--- config.mk ---
export PLATFORM = sky130hd
export DESIGN_NAME = tetris_vga_render
export DESIGN_NICKNAME = d
export VERILOG_FILES = /design/src/rtl/tetris_vga_render.sv
export SDC_FILE = /design/constraint.sdc
export NUM_CORES = 1
export LEC_CHECK = 0
export BUFFER_PORTS_ARGS = -buffer_cell sky130_fd_sc_hd__buf_2
export CELL_PAD_IN_SITES_DETAIL_PLACEMENT = 0
export CELL_PAD_IN_SITES_GLOBAL_PLACEMENT = 1
export CORE_MARGIN = 2
export CORE_UTILIZATION = 44
export CTS_CLUSTER_SIZE = 16
export DETAILED_ROUTE_END_ITERATION = 8
export PLACE_DENSITY = 0.79
export SYNTH_ARGS = -nofsm -noshare
export SYNTH_HDL_FRONTEND = slang
export SYNTH_SLANG_ARGS = --single-unit
--- constraint.sdc ---
create_clock -name clk -period 4.3 [get_ports clk]
set_input_delay 0.43 -clock clk [delete_from_list [all_inputs] [get_ports clk]]
set_output_delay 0.43 -clock clk [all_outputs]
set_load 0.1 [all_outputs]
--- src/rtl/tetris_vga_render.sv ---
// VGA raster generator for the tetris board: timing counters, board memory addressing,
// grid/border overlay and frame tick, with every output aligned three clocks after its counter sample.
module tetris_vga_render #(
    parameter int H_ACTIVE   = 640,
    parameter int H_FP       = 16,
    parameter int H_SYNC     = 96,
    parameter int H_BP       = 48,
    parameter int V_ACTIVE   = 480,
    parameter int V_FP       = 10,
    parameter int V_SYNC     = 2,
    parameter int V_BP       = 33,
    parameter int CELL       = 20,
    parameter int COLS       = 10,
    parameter int ROWS       = 21,
    parameter int BOARD_X0   = 220,
    parameter int BOARD_Y0   = 30,
    parameter int BORDER_W   = 2,
    parameter int BLANK_ADDR = 210
) (
    input  logic        clk,
    input  logic        rst,
    input  logic [11:0] mem_dout,
    output logic [8:0]  addr_r,
    output logic [3:0]  vga_r,
    output logic [3:0]  vga_g,
    output logic [3:0]  vga_b,
    output logic        hsync,
    output logic        vsync,
    output logic        de,
    output logic        frame_tick
);

    localparam int H_TOTAL = H_ACTIVE + H_FP + H_SYNC + H_BP;
    localparam int V_TOTAL = V_ACTIVE + V_FP + V_SYNC + V_BP;
    localparam int HW      = $clog2(H_TOTAL);
    localparam int VW      = $clog2(V_TOTAL);
    localparam int PW      = (CELL > 1) ? $clog2(CELL) : 1;
    localparam int CXW     = $clog2(COLS + 1);
    localparam int CYW     = $clog2(ROWS + 1);
    localparam int RBW     = $clog2(ROWS * COLS + 1);

    localparam logic [HW-1:0] H_LAST = HW'(H_TOTAL - 1);
    localparam logic [HW-1:0] H_ACT  = HW'(H_ACTIVE);
    localparam logic [HW-1:0] H_BX0  = HW'(BOARD_X0);
    localparam logic [HW-1:0] H_BX1  = HW'(BOARD_X0 + COLS * CELL);
    localparam logic [HW-1:0] H_BL0  = HW'(BOARD_X0 - BORDER_W);
    localparam logic [HW-1:0] H_BL1  = HW'(BOARD_X0 + COLS * CELL + BORDER_W);
    localparam logic [HW-1:0] H_S0   = HW'(H_ACTIVE + H_FP);
    localparam logic [HW-1:0] H_S1   = HW'(H_ACTIVE + H_FP + H_SYNC);
    localparam logic [VW-1:0] V_LAST = VW'(V_TOTAL - 1);
    localparam logic [VW-1:0] V_ACT  = VW'(V_ACTIVE);
    localparam logic [VW-1:0] V_BY0  = VW'(BOARD_Y0);
    localparam logic [VW-1:0] V_BY1  = VW'(BOARD_Y0 + ROWS * CELL);
    localparam logic [VW-1:0] V_BL0  = VW'(BOARD_Y0 - BORDER_W);
    localparam logic [VW-1:0] V_BL1  = VW'(BOARD_Y0 + ROWS * CELL + BORDER_W);
    localparam logic [VW-1:0] V_S0   = VW'(V_ACTIVE + V_FP);
    localparam logic [VW-1:0] V_S1   = VW'(V_ACTIVE + V_FP + V_SYNC);
    localparam logic [PW-1:0] P_LAST = PW'(CELL - 1);

    // Per-pixel controls carried alongside the memory read so they line up with mem_dout.
    typedef struct packed {
        logic act;
        logic inb;
        logic grid;
        logic bord;
        logic hs;
        logic vs;
        logic ft;
    } ctl_t;

    localparam ctl_t CTL_IDLE = '{act: 1'b0, inb: 1'b0, grid: 1'b0, bord: 1'b0,
                                  hs: 1'b1, vs: 1'b1, ft: 1'b0};

    logic [HW-1:0]  hcnt_q, hcnt_d;
    logic [VW-1:0]  vcnt_q, vcnt_d;
    logic [PW-1:0]  px_q, px_d, py_q, py_d;
    logic [CXW-1:0] cx_q, cx_d;
    logic [CYW-1:0] cy_q, cy_d;
    logic [RBW-1:0] rb_q, rb_d;
    logic [8:0]     addr_q, addr_d;
    ctl_t           ctl0, ctl1_q, ctl2_q;
    logic [11:0]    rgb_q, rgb_d;
    logic           hs_q, vs_q, de_q, ft_q;
    logic           line_end, h_in, v_in;

    always_comb begin
        line_end = (hcnt_q == H_LAST);
        h_in     = (hcnt_q >= H_BX0) && (hcnt_q < H_BX1);
        v_in     = (vcnt_q >= V_BY0) && (vcnt_q < V_BY1);

        hcnt_d = line_end ? '0 : hcnt_q + HW'(1);
        vcnt_d = vcnt_q;
        if (line_end) begin
            vcnt_d = (vcnt_q == V_LAST) ? '0 : vcnt_q + VW'(1);
        end

        // Cell position is tracked incrementally so no divider is needed on the pixel path.
        px_d = px_q;
        cx_d = cx_q;
        if (hcnt_d == H_BX0) begin
            px_d = '0;
            cx_d = '0;
        end else if (h_in) begin
            if (px_q == P_LAST) begin
                px_d = '0;
                cx_d = cx_q + CXW'(1);
            end else begin
                px_d = px_q + PW'(1);
            end
        end

        py_d = py_q;
        cy_d = cy_q;
        rb_d = rb_q;
        if (line_end) begin
            if (vcnt_d == V_BY0) begin
                py_d = '0;
                cy_d = '0;
                rb_d = '0;
            end else if (v_in) begin
                if (py_q == P_LAST) begin
                    py_d = '0;
                    cy_d = cy_q + CYW'(1);
                    rb_d = rb_q + RBW'(COLS);
                end else begin
                    py_d = py_q + PW'(1);
                end
            end
        end

        ctl0.act  = (hcnt_q < H_ACT) && (vcnt_q < V_ACT);
        ctl0.inb  = h_in && v_in;
        ctl0.grid = (px_q == '0) || (py_q == '0);
        ctl0.bord = (hcnt_q >= H_BL0) && (hcnt_q < H_BL1) && (vcnt_q >= V_BL0) && (vcnt_q < V_BL1);
        ctl0.hs   = !((hcnt_q >= H_S0) && (hcnt_q < H_S1));
        ctl0.vs   = !((vcnt_q >= V_S0) && (vcnt_q < V_S1));
        ctl0.ft   = (hcnt_q == '0) && (vcnt_q == V_ACT);

        addr_d = ctl0.inb ? 9'(rb_q) + 9'(cx_q) : 9'(BLANK_ADDR);
    end

    always_comb begin
        rgb_d = 12'h000;
        if (!ctl2_q.act) begin
            rgb_d = 12'h000;
        end else if (ctl2_q.inb && ctl2_q.grid) begin
            rgb_d = 12'h000;
        end else if (ctl2_q.inb) begin
            rgb_d = mem_dout;
        end else if (ctl2_q.bord) begin
            rgb_d = 12'hfff;
        end
    end

    always_ff @(posedge clk) begin
        if (rst) begin
            hcnt_q <= '0;
            vcnt_q <= '0;
            px_q   <= '0;
            cx_q   <= '0;
            py_q   <= '0;
            cy_q   <= '0;
            rb_q   <= '0;
            addr_q <= 9'(BLANK_ADDR);
            ctl1_q <= CTL_IDLE;
            ctl2_q <= CTL_IDLE;
            rgb_q  <= '0;
            hs_q   <= 1'b1;
            vs_q   <= 1'b1;
            de_q   <= 1'b0;
            ft_q   <= 1'b0;
        end else begin
            hcnt_q <= hcnt_d;
            vcnt_q <= vcnt_d;
            px_q   <= px_d;
            cx_q   <= cx_d;
            py_q   <= py_d;
            cy_q   <= cy_d;
            rb_q   <= rb_d;
            addr_q <= addr_d;
            ctl1_q <= ctl0;
            ctl2_q <= ctl1_q;
            rgb_q  <= rgb_d;
            hs_q   <= ctl2_q.hs;
            vs_q   <= ctl2_q.vs;
            de_q   <= ctl2_q.act;
            ft_q   <= ctl2_q.ft;
        end
    end

    assign addr_r     = addr_q;
    assign vga_r      = rgb_q[11:8];
    assign vga_g      = rgb_q[7:4];
    assign vga_b      = rgb_q[3:0];
    assign hsync      = hs_q;
    assign vsync      = vs_q;
    assign de         = de_q;
    assign frame_tick = ft_q;

endmodule

==> tab_implementation.tex, run 1 <==
\begin{tabular}{lr}
\hline
Metric & Value \\
\hline
\multicolumn{2}{l}{\textbf{Logic synthesis}} \\
\quad Post-Syn Area per Cell & roughly 8.5 µm² \\
\quad Dominant cell type by area after synthesis & sky130\_fd\_sc\_hd\_\_dfxtp\_1 \\
\quad Combinational family with the most area after synthesis & simple AND/OR/NAND/NOR gates \\
\quad Portion of netlist area occupied by mux cells & 0.00808 \\
\quad Post-synth net total & 463 \\
\quad Post-synthesis instance total & approximately 440 \\
\quad Post-Synth XOR/XNOR Area & 0.0612 \\
\quad Top\_reg\_cell synth & sky130\_fd\_sc\_hd\_\_dfxtp\_1 \\
\quad Count of state elements after synthesis & 80 \\
\quad Yosys cell types & 46 \\
\quad Async set-reset flop share out of synthesis & 0 \\
\quad Post-synthesis sequential area ratio & 0.431 \\
\quad Cell area after technology mapping & about 3700 µm² \\
\quad Yosys synthesis warning count & 0 \\
\quad Compound-Gate Fraction of Synth Area & 0.141 \\
\quad Synth area leaders & sky130\_fd\_sc\_hd\_\_dfxtp\_1, sky130\_fd\_sc\_hd\_\_ha\_1, sky130\_fd\_sc\_hd\_\_a21oi\_1 \\
\quad Fraction of the mapped netlist area in adder cells & 0.0471 \\
\quad Share of Yosys cell area claimed by the top area cell type & 0.431 \\
\quad Area share of and/or/nand/nor cells after synthesis & 0.270 \\
\quad Post-synth EDFFs & 0 \\
\multicolumn{2}{l}{\textbf{CTS}} \\
\quad Number of sinks on the clock net & 80 \\
\quad Clock transition at path regs & roughly 0.090 ns \\
\quad Number of clock buffers inserted by TritonCTS & 9 \\
\quad H-tree level count & 3 \\
\quad Clk Tree Root Cell & sky130\_fd\_sc\_hd\_\_clkbuf\_8 \\
\quad Number of hold buffers added after cts & 0 \\
\quad Post-cts sizing count & 0 \\
\quad Clock tree from TritonCTS & built \\
\quad Post-CTS setup-driven buffer insertion count & 0 \\
\quad Clock latency at the later pin of the worst-skew pair & 0.36 ns \\
\quad Clock tree buffer depth & 2 \\
\multicolumn{2}{l}{\textbf{STA}} \\
\quad Worst relative slew slack & 0.347 \\
\quad Final Hold Viols & 0 \\
\quad Fin Setup TNS & 0 ns \\
\quad Number of pins exceeding their max-slew limit in the final report & 0 \\
\quad Min Clock Period, post-route & 3.56 ns \\
\quad Number of endpoints failing setup at the final stage & 0 \\
\quad RSZ-0062 raised after global routing & false \\
\quad Pin slew with the least headroom to its limit & 0.966 ns \\
\quad Period Utilization, post-route & 0.827 \\
\quad FMAX & around 0.28 GHz \\
\quad Worst clock skew & 0.0156 ns \\
\quad Worst hold slack after final layout & $\sim$0.32 ns \\
\multicolumn{2}{l}{\textbf{Final layout}} \\
\quad Number of antenna repair diodes & 0 \\
\quad Commonest cells after routing, fill and taps aside & sky130\_fd\_sc\_hd\_\_dfxtp\_1, sky130\_fd\_sc\_hd\_\_buf\_2, sky130\_fd\_sc\_hd\_\_nand2\_1 \\
\quad Layout overhead on the synthesized area & 11.7\% \\
\quad Post-layout net count & about 500 \\
\quad Fraction of layout instances using a drive strength above 1 & 0.152 \\
\quad Most common cell after layout, fill and taps aside & sky130\_fd\_sc\_hd\_\_dfxtp\_1 \\
\quad Post-layout util & 0.505 \\
\multicolumn{2}{l}{\textbf{Global routing}} \\
\quad Global-route wire length before repair & $\sim$13,000 µm \\
\quad Pin count of the biggest net entering global routing & 42 \\
\quad Overflow left after global routing & 0 \\
\quad Global-route usage over all layers & 0.183 \\
\quad Number of global-route vias before repair & 2,886 \\
\quad Initial antenna violation count & 0 \\
\multicolumn{2}{l}{\textbf{Routing}} \\
\quad Number of nets still failing antenna checks after routing & 0 \\
\quad WL per Instance & 14.0 µm \\
\quad Average vias per placed instance & between 5 and 6 \\
\quad DRT iter0 DRCs & 116 \\
\quad Routed vias & around 3,100 \\
\quad Router iterations before antenna repair & 4 \\
\quad Remaining DRCs & 0 \\
\quad Total routed wirelength & around 8000 µm \\
\multicolumn{2}{l}{\textbf{Die}} \\
\quad Initial standard-cell utilization of the core & 0.453 \\
\quad Standard-cell row count & 33 \\
\quad Die extent in y & 95.9 µm \\
\quad Width of the die & 95.9 µm \\
\quad I/O Pins & 39 \\
\quad Area of the core & 8220 µm² \\
\quad Area of the die & $\sim$9000 µm² \\
\multicolumn{2}{l}{\textbf{Critical path}} \\
\quad Critical path startpoint category & register \\
\quad Required time of the worst setup path & between 4 and 5 ns \\
\quad Type of the setup path with the least slack & register to register \\
\quad Worst endpoint data arrival time & roughly 3.8 ns \\
\quad Largest fanout on the critical path & 28 \\
\quad Critical path endpoint category & register \\
\multicolumn{2}{l}{\textbf{Min path}} \\
\quad Classification of the worst-slack hold path & input port to register \\
\multicolumn{2}{l}{\textbf{Placement}} \\
\quad Placer congestion estimate & 0.869 \\
\quad Port bufs & 38 \\
\quad Half-perimeter wire length of the detailed placement result & between 5000 and 6000 µm \\
\multicolumn{2}{l}{\textbf{Power and ir drop}} \\
\quad Leakage power summed over all cells & approximately 1.5 nW \\
\quad Maximum vdd ir drop & roughly 0.16 mV \\
\quad Power density over the cells & between 300 and 400 nW/µm² \\
\multicolumn{2}{l}{\textbf{Run status}} \\
\quad Outcome & finished clean \\
\multicolumn{2}{l}{\textbf{Run}} \\
\quad Max Cap Viol & 0 \\
\hline
\end{tabular}
## synth_stat cells (14+ instances only)
cell type                   n
sky130_fd_sc_hd__a21oi_1   33
sky130_fd_sc_hd__xnor2_1   14
sky130_fd_sc_hd__dfxtp_1   80
sky130_fd_sc_hd__o21ai_0   18
sky130_fd_sc_hd__ha_1      14
sky130_fd_sc_hd__nand3_1   21
sky130_fd_sc_hd__nand2_1   36
sky130_fd_sc_hd__nor3_1    19
sky130_fd_sc_hd__inv_1     14
sky130_fd_sc_hd__nor2_1    35
sky130_fd_sc_hd__clkbuf_1  22
## stage by stage
step / worst slack, ns / cell area, µm² / total power [mW] / cells
3_5_place_dp: 0.787 / 3970 / 0.824 / 555
6_report: 0.743 / 4150 / 1.33 / 571
5_1_grt: 0.551 / 4150 / 1.39 / 571
4_1_cts: 0.759 / 4150 / 1.35 / 571
2_1_floorplan: 1.30 / 3720 / 0.809 / 435
3_3_place_gp: 0.880 / 3970 / 0.824 / 555
## path summary, 6_finish.rpt
path | startpoint | endpoint | slack (ns) | cells after the start
max | hcnt_q[4] | py_q[4] | 0.74 | 8
min | mem_dout[10] | rgb_q[10] | 0.32 | 3
max reg2reg | hcnt_q[4] | py_q[4] | 0.74 | 8
min reg2reg | ctl1_q[2] | ctl2_q[2] | 0.40 | 1
## layout make-up
class,count,area (µm²)
fill,794,4060
inverter,14,52.6
tap,105,131
multi-input combinational,314,1960
timing repair buffer,42,220
sequential,80,1600
clock inverter,6,50.0
clock buffer,10,138
## where the power goes
group          internal (mW)  total [mW]  switching, mW  leakage, nW
clock                  0.231       0.523          0.292       0.0895
combinational         0.0195      0.0449         0.0254        0.766
sequential             0.749       0.762         0.0124        0.647
## cell families after synthesis
| logic type | Yosys count |
|---|---|
| adders and majority gates | 14 |
| and+or+nand+nor | 190 |
| DFF | 80 |
| AOI/OAI and AO/OA | 81 |
| buffers and inverters | 41 |
| xor gates and xnor gates | 26 |
| muxes | 3 |
## worst max-delay path: stages, from the launching register on
cell	delay [ns]
sky130_fd_sc_hd__dfxtp_1	0.60
sky130_fd_sc_hd__or4b_1	0.63
sky130_fd_sc_hd__or3_1	0.40
sky130_fd_sc_hd__buf_4	0.23
sky130_fd_sc_hd__or3_4	0.42
sky130_fd_sc_hd__a221oi_4	0.35
sky130_fd_sc_hd__a31oi_4	0.18
sky130_fd_sc_hd__or4_1	0.50
sky130_fd_sc_hd__a21oi_1	0.16
## sequential cells by signal, summed over array words and instances (netlist names)
name / cells
addr_r: 9
px_q: 5
cx_q: 4
vsync: 1
rgb_q: 12
frame_tick: 1
ctl1_q: 7
ctl2_q: 7
py_q: 5
hsync: 1
de: 1
rb_q: 7
hcnt_q: 10
vcnt_q: 10
## routing by layer
layer | up-vias | routed length (µm) | global-route usage
met3 | 14 | 429 | 0.0525
met1 | 1420 | 3780 | 0.235
met5 | - | 0 | 0
met4 | 0 | 123 | 0.0869
met2 | 94 | 3640 | 0.284
li1 | 1592 | - | -
No activity file was read; power rests on OpenSTA's default activity.
==> run 2: changes to the inputs <==
--- a/config.mk
+++ b/config.mk
@@ -5,14 +5,15 @@
 export SDC_FILE = /design/constraint.sdc
 export NUM_CORES = 1
 export LEC_CHECK = 0
+export ABC_AREA = 1
 export BUFFER_PORTS_ARGS = -buffer_cell sky130_fd_sc_hd__buf_2
 export CELL_PAD_IN_SITES_DETAIL_PLACEMENT = 0
 export CELL_PAD_IN_SITES_GLOBAL_PLACEMENT = 1
 export CORE_MARGIN = 2
-export CORE_UTILIZATION = 44
+export CORE_UTILIZATION = 38
 export CTS_CLUSTER_SIZE = 16
 export DETAILED_ROUTE_END_ITERATION = 8
-export PLACE_DENSITY = 0.79
+export PLACE_DENSITY = 0.75
 export SYNTH_ARGS = -nofsm -noshare
 export SYNTH_HDL_FRONTEND = slang
 export SYNTH_SLANG_ARGS = --single-unit
==> constraint.sdc (replaced) <==
create_clock -name clk -period 3.15 [get_ports clk]
set_input_delay 0.315 -clock clk [delete_from_list [all_inputs] [get_ports clk]]
set_output_delay 0.315 -clock clk [all_outputs]
set_load 0.1 [all_outputs]
==> tab_implementation.tex, run 2 <==
\begin{tabular}{lr}
\hline
Metric & Value \\
\hline
\multicolumn{2}{l}{\textbf{Run status}} \\
\quad Outcome & finished clean \\
\multicolumn{2}{l}{\textbf{Placement}} \\
\quad Placer congestion estimate & 0.875 (+0.67\%) \\
\quad Half-perimeter wire length of the detailed placement result & 7140 µm (+29\%) \\
\quad Port bufs & 38 (unchanged) \\
\multicolumn{2}{l}{\textbf{CTS}} \\
\quad Post-cts sizing count & 0 (unchanged) \\
\quad Clock tree from TritonCTS & built \\
\quad Post-CTS setup-driven buffer insertion count & 0 (unchanged) \\
\quad Clock tree buffer depth & 2 (unchanged) \\
\quad Number of sinks on the clock net & 80 (unchanged) \\
\quad Clock transition at path regs & 0.09 ns (about the same) \\
\quad Number of hold buffers added after cts & 0 (unchanged) \\
\quad Clock latency at the later pin of the worst-skew pair & 0.36 ns (about the same) \\
\quad H-tree level count & 3 (unchanged) \\
\quad Clk Tree Root Cell & sky130\_fd\_sc\_hd\_\_clkbuf\_8 \\
\quad Number of clock buffers inserted by TritonCTS & 9 (unchanged) \\
\multicolumn{2}{l}{\textbf{Critical path}} \\
\quad Worst r2r dst & py\_q[4] \\
\quad Critical register-to-register path startpoint & hcnt\_q[1] \\
\quad Critical path endpoint category & register \\
\quad Depth of the worst register-to-register path & 14 (+6) \\
\quad Critical path startpoint category & register \\
\quad Worst endpoint data arrival time & 2.80 ns (-1.04 ns) \\
\quad Required time of the worst setup path & 3.44 ns (-1.14 ns) \\
\quad Flop2flop setup slack & 0.63 ns (-0.11 ns) \\
\quad Largest fanout on the critical path & 20 (-29\%) \\
\quad Critical path origin & hcnt\_q[1] \\
\quad Type of the setup path with the least slack & register to register \\
\multicolumn{2}{l}{\textbf{Routing}} \\
\quad DRT iter0 DRCs & 161 (+39\%) \\
\quad Routed vias & 3,732 (+20\%) \\
\quad Average vias per placed instance & 5.01 (-8.3\%) \\
\quad Remaining DRCs & 0 (unchanged) \\
\quad Router iterations before antenna repair & 4 (unchanged) \\
\quad Number of nets still failing antenna checks after routing & 0 (unchanged) \\
\quad WL per Instance & 12.8 µm (-8.3\%) \\
\quad Total routed wirelength & 9540 µm (+20\%) \\
\multicolumn{2}{l}{\textbf{Min path}} \\
\quad Classification of the worst-slack hold path & input port to register \\
\quad Worst Min Path Start & mem\_dout[9] \\
\quad Number of cells traversed by the worst hold path & 3 (unchanged) \\
\quad Worst Hold End & rgb\_q[9] \\
\multicolumn{2}{l}{\textbf{STA}} \\
\quad Worst clock skew & 0.00968 ns (-0.00592 ns) \\
\quad FMAX & 0.397 GHz (+41\%) \\
\quad Worst relative slew slack & 0.512 (+0.165) \\
\quad Fin Setup TNS & 0 ns (unchanged) \\
\quad Min Clock Period, post-route & 2.52 ns (-1.04 ns) \\
\quad Period Utilization, post-route & 0.799 (-0.0278) \\
\quad Pin slew with the least headroom to its limit & 0.729 ns (-0.237 ns) \\
\quad Number of pins exceeding their max-slew limit in the final report & 0 (unchanged) \\
\quad RSZ-0062 raised after global routing & false \\
\quad Number of endpoints failing setup at the final stage & 0 (unchanged) \\
\quad Final Hold Viols & 0 (unchanged) \\
\multicolumn{2}{l}{\textbf{Die}} \\
\quad Standard-cell row count & 37 (+12\%) \\
\quad Area of the die & 11,300 µm² (+23\%) \\
\quad Width of the die & 107 µm (+11\%) \\
\quad Die extent in y & 107 µm (+11\%) \\
\quad I/O Pins & 39 (unchanged) \\
\quad Area of the core & 10,300 µm² (+25\%) \\
\quad Initial standard-cell utilization of the core & 0.388 (-0.0641) \\
\multicolumn{2}{l}{\textbf{Logic synthesis}} \\
\quad Post-Syn Area per Cell & 7.03 µm² (-18\%) \\
\quad Yosys synthesis warning count & 0 (unchanged) \\
\quad Dominant cell type by area after synthesis & sky130\_fd\_sc\_hd\_\_dfxtp\_1 \\
\quad Cell with the most instances after synthesis & sky130\_fd\_sc\_hd\_\_nand2\_1 \\
\quad Post-synthesis instance total & 568 (+31\%) \\
\quad Share of Yosys cell area claimed by the top area cell type & 0.401 (-0.0296) \\
\quad Post-synth net total & 596 (+29\%) \\
\quad Yosys cell types & 35 (-24\%) \\
\quad Post-synth EDFFs & 0 (unchanged) \\
\quad Cell area after technology mapping & 3990 µm² (+7.4\%) \\
\quad Count of state elements after synthesis & 80 (unchanged) \\
\quad Synth area leaders & sky130\_fd\_sc\_hd\_\_dfxtp\_1, sky130\_fd\_sc\_hd\_\_nand2\_1, sky130\_fd\_sc\_hd\_\_nor2\_1 \\
\quad Top\_reg\_cell synth & sky130\_fd\_sc\_hd\_\_dfxtp\_1 \\
\quad Async set-reset flop share out of synthesis & 0 (unchanged) \\
\quad Commonest cells in the netlist & sky130\_fd\_sc\_hd\_\_nand2\_1, sky130\_fd\_sc\_hd\_\_nor2\_1, sky130\_fd\_sc\_hd\_\_dfxtp\_1 \\
\quad Post-synthesis sequential area ratio & 0.401 (-0.0296) \\
\multicolumn{2}{l}{\textbf{Global routing}} \\
\quad Number of global-route vias before repair & 3,511 (+22\%) \\
\quad Global-route wire length before repair & 16,100 µm (+23\%) \\
\quad Overflow left after global routing & 0 (unchanged) \\
\quad Pin count of the biggest net entering global routing & 26 (-38\%) \\
\quad Initial antenna violation count & 0 (unchanged) \\
\quad Global-route usage over all layers & 0.177 (-0.00660) \\
\multicolumn{2}{l}{\textbf{Final layout}} \\
\quad Regs by FF count & rgb\_q x12, hcnt\_q x10, vcnt\_q x10 \\
\quad Largest Register & rgb\_q \\
\quad Number of flip-flops under the largest register name & 12 (unchanged) \\
\quad Number of antenna repair diodes & 0 (unchanged) \\
\quad Post-layout util & 0.435 (-0.0702) \\
\quad Most common cell after layout, fill and taps aside & sky130\_fd\_sc\_hd\_\_nand2\_1 \\
\quad Fraction of layout instances using a drive strength above 1 & 0.136 (-0.0161) \\
\quad Layout overhead on the synthesized area & 12.0\% \\
\quad Post-layout net count & 632 (+29\%) \\
\quad Commonest cells after routing, fill and taps aside & sky130\_fd\_sc\_hd\_\_nand2\_1, sky130\_fd\_sc\_hd\_\_nor2\_1, sky130\_fd\_sc\_hd\_\_dfxtp\_1 \\
\multicolumn{2}{l}{\textbf{Power and ir drop}} \\
\quad Maximum vdd ir drop & 0.229 mV (+43\%) \\
\quad Leakage power summed over all cells & 1.97 nW (+31\%) \\
\quad Power density over the cells & 401 nW/µm² (+25\%) \\
\multicolumn{2}{l}{\textbf{Run}} \\
\quad Max Cap Viol & 0 (unchanged) \\
\hline
\end{tabular}
## run 2: cell types whose count changed after synthesis, sizes merged, moves of 7 or more
cell	delta
clkbuf	-13
nand2	+86
nor2	+71
nand3	+27
xnor2	-9
nor2b	-11
or4	-7
inv	+51
o21ai	-7
## run 2: how the worst max path moves through the flow
stage,slack [ns],cells after the start,to
after global placement,0.61,11,px_q[3]
after detailed placement,0.62,14,py_q[0]
after floorplan,1.17,16,rb_q[2]
after CTS,0.61,14,py_q[0]
final,0.63,14,py_q[4]
after global routing,0.39,14,py_q[0]
## run 2: cell families after synthesis
| kind of cell | count (synthesis) | synth area share |
|---|---|---|
| simple gates | 325 | 0.367 |
| buf+inv | 80 | 0.0824 |
| compound gates | 56 | 0.0768 |
| fa+ha+maj | 14 | 0.0439 |
| xor+xnor | 13 | 0.0285 |
| flops | 80 | 0.401 |
## run 2: power breakdown
| group | internal, mW | switching [mW] |
|---|---|---|
| Combinational | 0.0147 | 0.0318 |
| Sequential | 1.02 | 0.00484 |
| Clock | 0.316 | 0.409 |
| Total | 1.35 | 0.446 |
## run 2: final cells by class
class                      instances  area, µm²
fill                            1094       5800
clock inverter                     6       50.0
sequential                        80       1600
inverter                          65        246
timing repair buffer              40        205
clock buffer                      10        138
tap                              136        170
multi-input combinational        408       2060
## run 2: worst max-delay path, stage by stage (launching register included)
cell and delay [ns]:
sky130_fd_sc_hd__dfxtp_1 0.42, sky130_fd_sc_hd__ha_1 0.24, sky130_fd_sc_hd__nand2_2 0.12, sky130_fd_sc_hd__nor2_8 0.21, sky130_fd_sc_hd__inv_4 0.05, sky130_fd_sc_hd__nor2_4 0.26, sky130_fd_sc_hd__buf_4 0.34, sky130_fd_sc_hd__nand3_1 0.13
sky130_fd_sc_hd__nand2_1 0.08, sky130_fd_sc_hd__nor2_1 0.06, sky130_fd_sc_hd__nand2_1 0.08, sky130_fd_sc_hd__nor2_2 0.06, sky130_fd_sc_hd__nand2_1 0.14, sky130_fd_sc_hd__nand4_1 0.09, sky130_fd_sc_hd__a21oi_1 0.15
## run 2: metal layers
metal | GRT usage | part of all wire | vias up
met5 | 0 | 0 | -
met4 | 0.0826 | 0.024 | 0
met1 | 0.228 | 0.47 | 1715
met3 | 0.0307 | 0.044 | 19
met2 | 0.288 | 0.46 | 93
li1 | - | - | 1905
## run 2: per-stage QoR
step	setup slack [ns]	cells	total power [mW]	cell area (µm²)	hold WS, ns
floorplan	1.17	568	1.07	3990	0.388
global placement	0.611	729	1.09	4290	0.390
detailed placement	0.625	729	1.09	4290	0.394
CTS	0.606	745	1.82	4470	0.183
global route	0.393	745	1.87	4470	0.203
finish	0.632	745	1.79	4470	0.187
==> run 3: changes to the inputs <==
--- a/config.mk
+++ b/config.mk
@@ -10,10 +10,10 @@
 export CELL_PAD_IN_SITES_DETAIL_PLACEMENT = 0
 export CELL_PAD_IN_SITES_GLOBAL_PLACEMENT = 1
 export CORE_MARGIN = 2
-export CORE_UTILIZATION = 38
+export CORE_UTILIZATION = 43
 export CTS_CLUSTER_SIZE = 16
 export DETAILED_ROUTE_END_ITERATION = 8
-export PLACE_DENSITY = 0.75
+export PLACE_DENSITY = 0.8
 export SYNTH_ARGS = -nofsm -noshare
 export SYNTH_HDL_FRONTEND = slang
 export SYNTH_SLANG_ARGS = --single-unit
==> constraint.sdc (replaced) <==
create_clock -name clk -period 2.62 [get_ports clk]
set_input_delay 0.262 -clock clk [delete_from_list [all_inputs] [get_ports clk]]
set_output_delay 0.262 -clock clk [all_outputs]
set_load 0.1 [all_outputs]
==> tab_implementation.tex, run 3 (same netlist as run 2, synthesis figures left out) <==
\begin{tabular}{lr}
\hline
Metric & Value \\
\hline
\multicolumn{2}{l}{\textbf{Run status}} \\
\quad Outcome & finished clean \\
\multicolumn{2}{l}{\textbf{STA}} \\
\quad Pin slew with the least headroom to its limit & 0.666 ns (-0.0632 ns) \\
\quad Period Utilization, post-route & 0.911 (+0.112) \\
\quad Number of pins exceeding their max-slew limit in the final report & 0 (unchanged) \\
\quad Worst hold slack after final layout & 0.133 ns (-0.0539 ns) \\
\quad Number of endpoints failing setup at the final stage & 0 (unchanged) \\
\quad Fin Setup TNS & 0 ns (unchanged) \\
\quad Worst relative slew slack & 0.554 (+0.0423) \\
\quad Worst clock skew & 0.0117 ns (+0.00198 ns) \\
\quad Final Hold Viols & 0 (unchanged) \\
\quad Min Clock Period, post-route & 2.39 ns (-0.130 ns) \\
\quad RSZ-0062 raised after global routing & false \\
\quad FMAX & 0.419 GHz (+5.5\%) \\
\multicolumn{2}{l}{\textbf{CTS}} \\
\quad Number of clock buffers inserted by TritonCTS & 9 (unchanged) \\
\quad Number of hold buffers added after cts & 0 (unchanged) \\
\quad Clk Tree Root Cell & sky130\_fd\_sc\_hd\_\_clkbuf\_8 \\
\quad Number of sinks on the clock net & 80 (unchanged) \\
\quad Clock tree from TritonCTS & built \\
\quad Clock tree buffer depth & 2 (unchanged) \\
\quad Clock transition at path regs & 0.09 ns (about the same) \\
\quad H-tree level count & 3 (unchanged) \\
\quad Clock latency at the later pin of the worst-skew pair & 0.35 ns (about the same) \\
\multicolumn{2}{l}{\textbf{Routing}} \\
\quad DRT iter0 DRCs & 186 (+16\%) \\
\quad Remaining DRCs & 0 (unchanged) \\
\quad WL per Instance & 12.8 µm (about the same) \\
\quad Router iterations before antenna repair & 5 (+1) \\
\quad Total routed wirelength & 9360 µm (-1.8\%) \\
\quad Routed vias & 3,690 (-1.1\%) \\
\quad Number of nets still failing antenna checks after routing & 0 (unchanged) \\
\quad Average vias per placed instance & 5.05 (+0.77\%) \\
\multicolumn{2}{l}{\textbf{Power and ir drop}} \\
\quad Leakage power summed over all cells & 2.04 nW (+3.6\%) \\
\quad Power density over the cells & 493 nW/µm² (+23\%) \\
\quad Maximum vdd ir drop & 0.213 mV (-6.8\%) \\
\multicolumn{2}{l}{\textbf{Global routing}} \\
\quad Global-route usage over all layers & 0.196 (+0.0194) \\
\quad Global-route wire length before repair & 15,700 µm (-2.4\%) \\
\quad Initial antenna violation count & 0 (unchanged) \\
\quad Overflow left after global routing & 0 (unchanged) \\
\quad Pin count of the biggest net entering global routing & 29 (+12\%) \\
\quad Number of global-route vias before repair & 3,426 (-2.4\%) \\
\multicolumn{2}{l}{\textbf{Placement}} \\
\quad Port bufs & 38 (unchanged) \\
\quad Placed Cells & 712 (-2.3\%) \\
\quad Placer congestion estimate & 0.848 (-3.0\%) \\
\quad Half-perimeter wire length of the detailed placement result & 6990 µm (-2.1\%) \\
\multicolumn{2}{l}{\textbf{Critical path}} \\
\quad Critical path endpoint category & register \\
\quad Required time of the worst setup path & 2.86 ns (-0.58 ns) \\
\quad Worst endpoint data arrival time & 2.63 ns (-0.17 ns) \\
\quad Flop2flop setup slack & 0.23 ns (-0.40 ns) \\
\quad Critical register-to-register path startpoint & hcnt\_q[1] \\
\quad Largest fanout on the critical path & 10 (-50\%) \\
\quad Worst r2r dst & py\_q[2] \\
\quad Type of the setup path with the least slack & register to register \\
\quad Depth of the worst register-to-register path & 13 (-1) \\
\quad Critical path startpoint category & register \\
\multicolumn{2}{l}{\textbf{Die}} \\
\quad Area of the core & 9110 µm² (-11\%) \\
\quad Die extent in y & 100 µm (-5.8\%) \\
\quad I/O Pins & 39 (unchanged) \\
\quad Width of the die & 100 µm (-5.8\%) \\
\quad Area of the die & 10,100 µm² (-11\%) \\
\quad Initial standard-cell utilization of the core & 0.438 (+0.0498) \\
\quad Standard-cell row count & 35 (-5.4\%) \\
\multicolumn{2}{l}{\textbf{Final layout}} \\
\quad Layout overhead on the synthesized area & 14.2\% \\
\quad Fraction of layout instances using a drive strength above 1 & 0.156 (+0.0202) \\
\quad Post-layout net count & 643 (+1.7\%) \\
\quad Regs by FF count & rgb\_q x12, hcnt\_q x10, vcnt\_q x10 \\
\quad Number of antenna repair diodes & 0 (unchanged) \\
\quad Largest Register & rgb\_q \\
\quad Final non-filler cell total & 731 (-1.9\%) \\
\quad Post-layout util & 0.501 (+0.0653) \\
\quad Number of flip-flops under the largest register name & 12 (unchanged) \\
\quad Commonest cells after routing, fill and taps aside & sky130\_fd\_sc\_hd\_\_nand2\_1, sky130\_fd\_sc\_hd\_\_nor2\_1, sky130\_fd\_sc\_hd\_\_dfxtp\_1 \\
\quad Most common cell after layout, fill and taps aside & sky130\_fd\_sc\_hd\_\_nand2\_1 \\
\multicolumn{2}{l}{\textbf{Min path}} \\
\quad Number of cells traversed by the worst hold path & 3 (unchanged) \\
\quad Classification of the worst-slack hold path & input port to register \\
\quad Worst Hold End & rgb\_q[8] \\
\quad Worst Min Path Start & mem\_dout[8] \\
\multicolumn{2}{l}{\textbf{Run}} \\
\quad Max Cap Viol & 0 (unchanged) \\
\hline
\end{tabular}
[run 3: layout make-up]
class	instances	area, µm²
clock inverter	6	73.8
clock buffer	10	138
sequential	80	1600
tap	111	139
inverter	65	246
timing repair buffer	51	292
fill	924	4550
multi-input combinational	408	2070
[run 3: layer usage]
metal / GRT usage / wire length, µm
met1: 0.253 / 4530
met2: 0.328 / 4190
met3: 0.0299 / 425
met4: 0.0801 / 214
met5: 0 / 0
[run 3: repair_timing]
item / CTS / global route
gates resized for setup: 0 / 4
setup endpoints to repair: 0 / 12
buffers inserted: 0 / 3
[run 3: worst max path at each step]
stage,start,to
floorplan,vcnt_q[0],rb_q[2]
global placement,vcnt_q[2],py_q[3]
detailed placement,hcnt_q[1],py_q[3]
CTS,hcnt_q[1],py_q[3]
global route,hcnt_q[1],py_q[1]
finish,hcnt_q[1],py_q[2]
[run 3: where the power goes]
part           leakage [nW]  switching [mW]  internal, mW
sequential            0.647         0.00554          1.22
combinational          1.29          0.0379        0.0174
clock                 0.108           0.485         0.482
total                  2.04           0.528          1.72
[run 3: critical path: stages (launching register included)]
cell and delay [ns]:
sky130_fd_sc_hd__dfxtp_1 0.41, sky130_fd_sc_hd__ha_1 0.23, sky130_fd_sc_hd__nand2_2 0.12, sky130_fd_sc_hd__nor2_8 0.20, sky130_fd_sc_hd__nand3_4 0.18, sky130_fd_sc_hd__buf_4 0.22
sky130_fd_sc_hd__nand2_1 0.07, sky130_fd_sc_hd__nand2_1 0.05, sky130_fd_sc_hd__nor2_1 0.20, sky130_fd_sc_hd__nand2_1 0.10, sky130_fd_sc_hd__nor2_2 0.17, sky130_fd_sc_hd__nand2_1 0.15
sky130_fd_sc_hd__nand4_1 0.11, sky130_fd_sc_hd__a21oi_1 0.08
[run 3: through the flow]
| stage | area [µm²] | total power, mW | setup slack [ns] |
|---|---|---|---|
| after floorplan | 3990 | 1.29 | 0.638 |
| after global placement | 4310 | 1.31 | 0.228 |
| after detailed placement | 4310 | 1.31 | 0.234 |
| after CTS | 4530 | 2.29 | 0.228 |
| after global routing | 4560 | 2.34 | 0.0149 |
| final | 4560 | 2.25 | 0.232 |
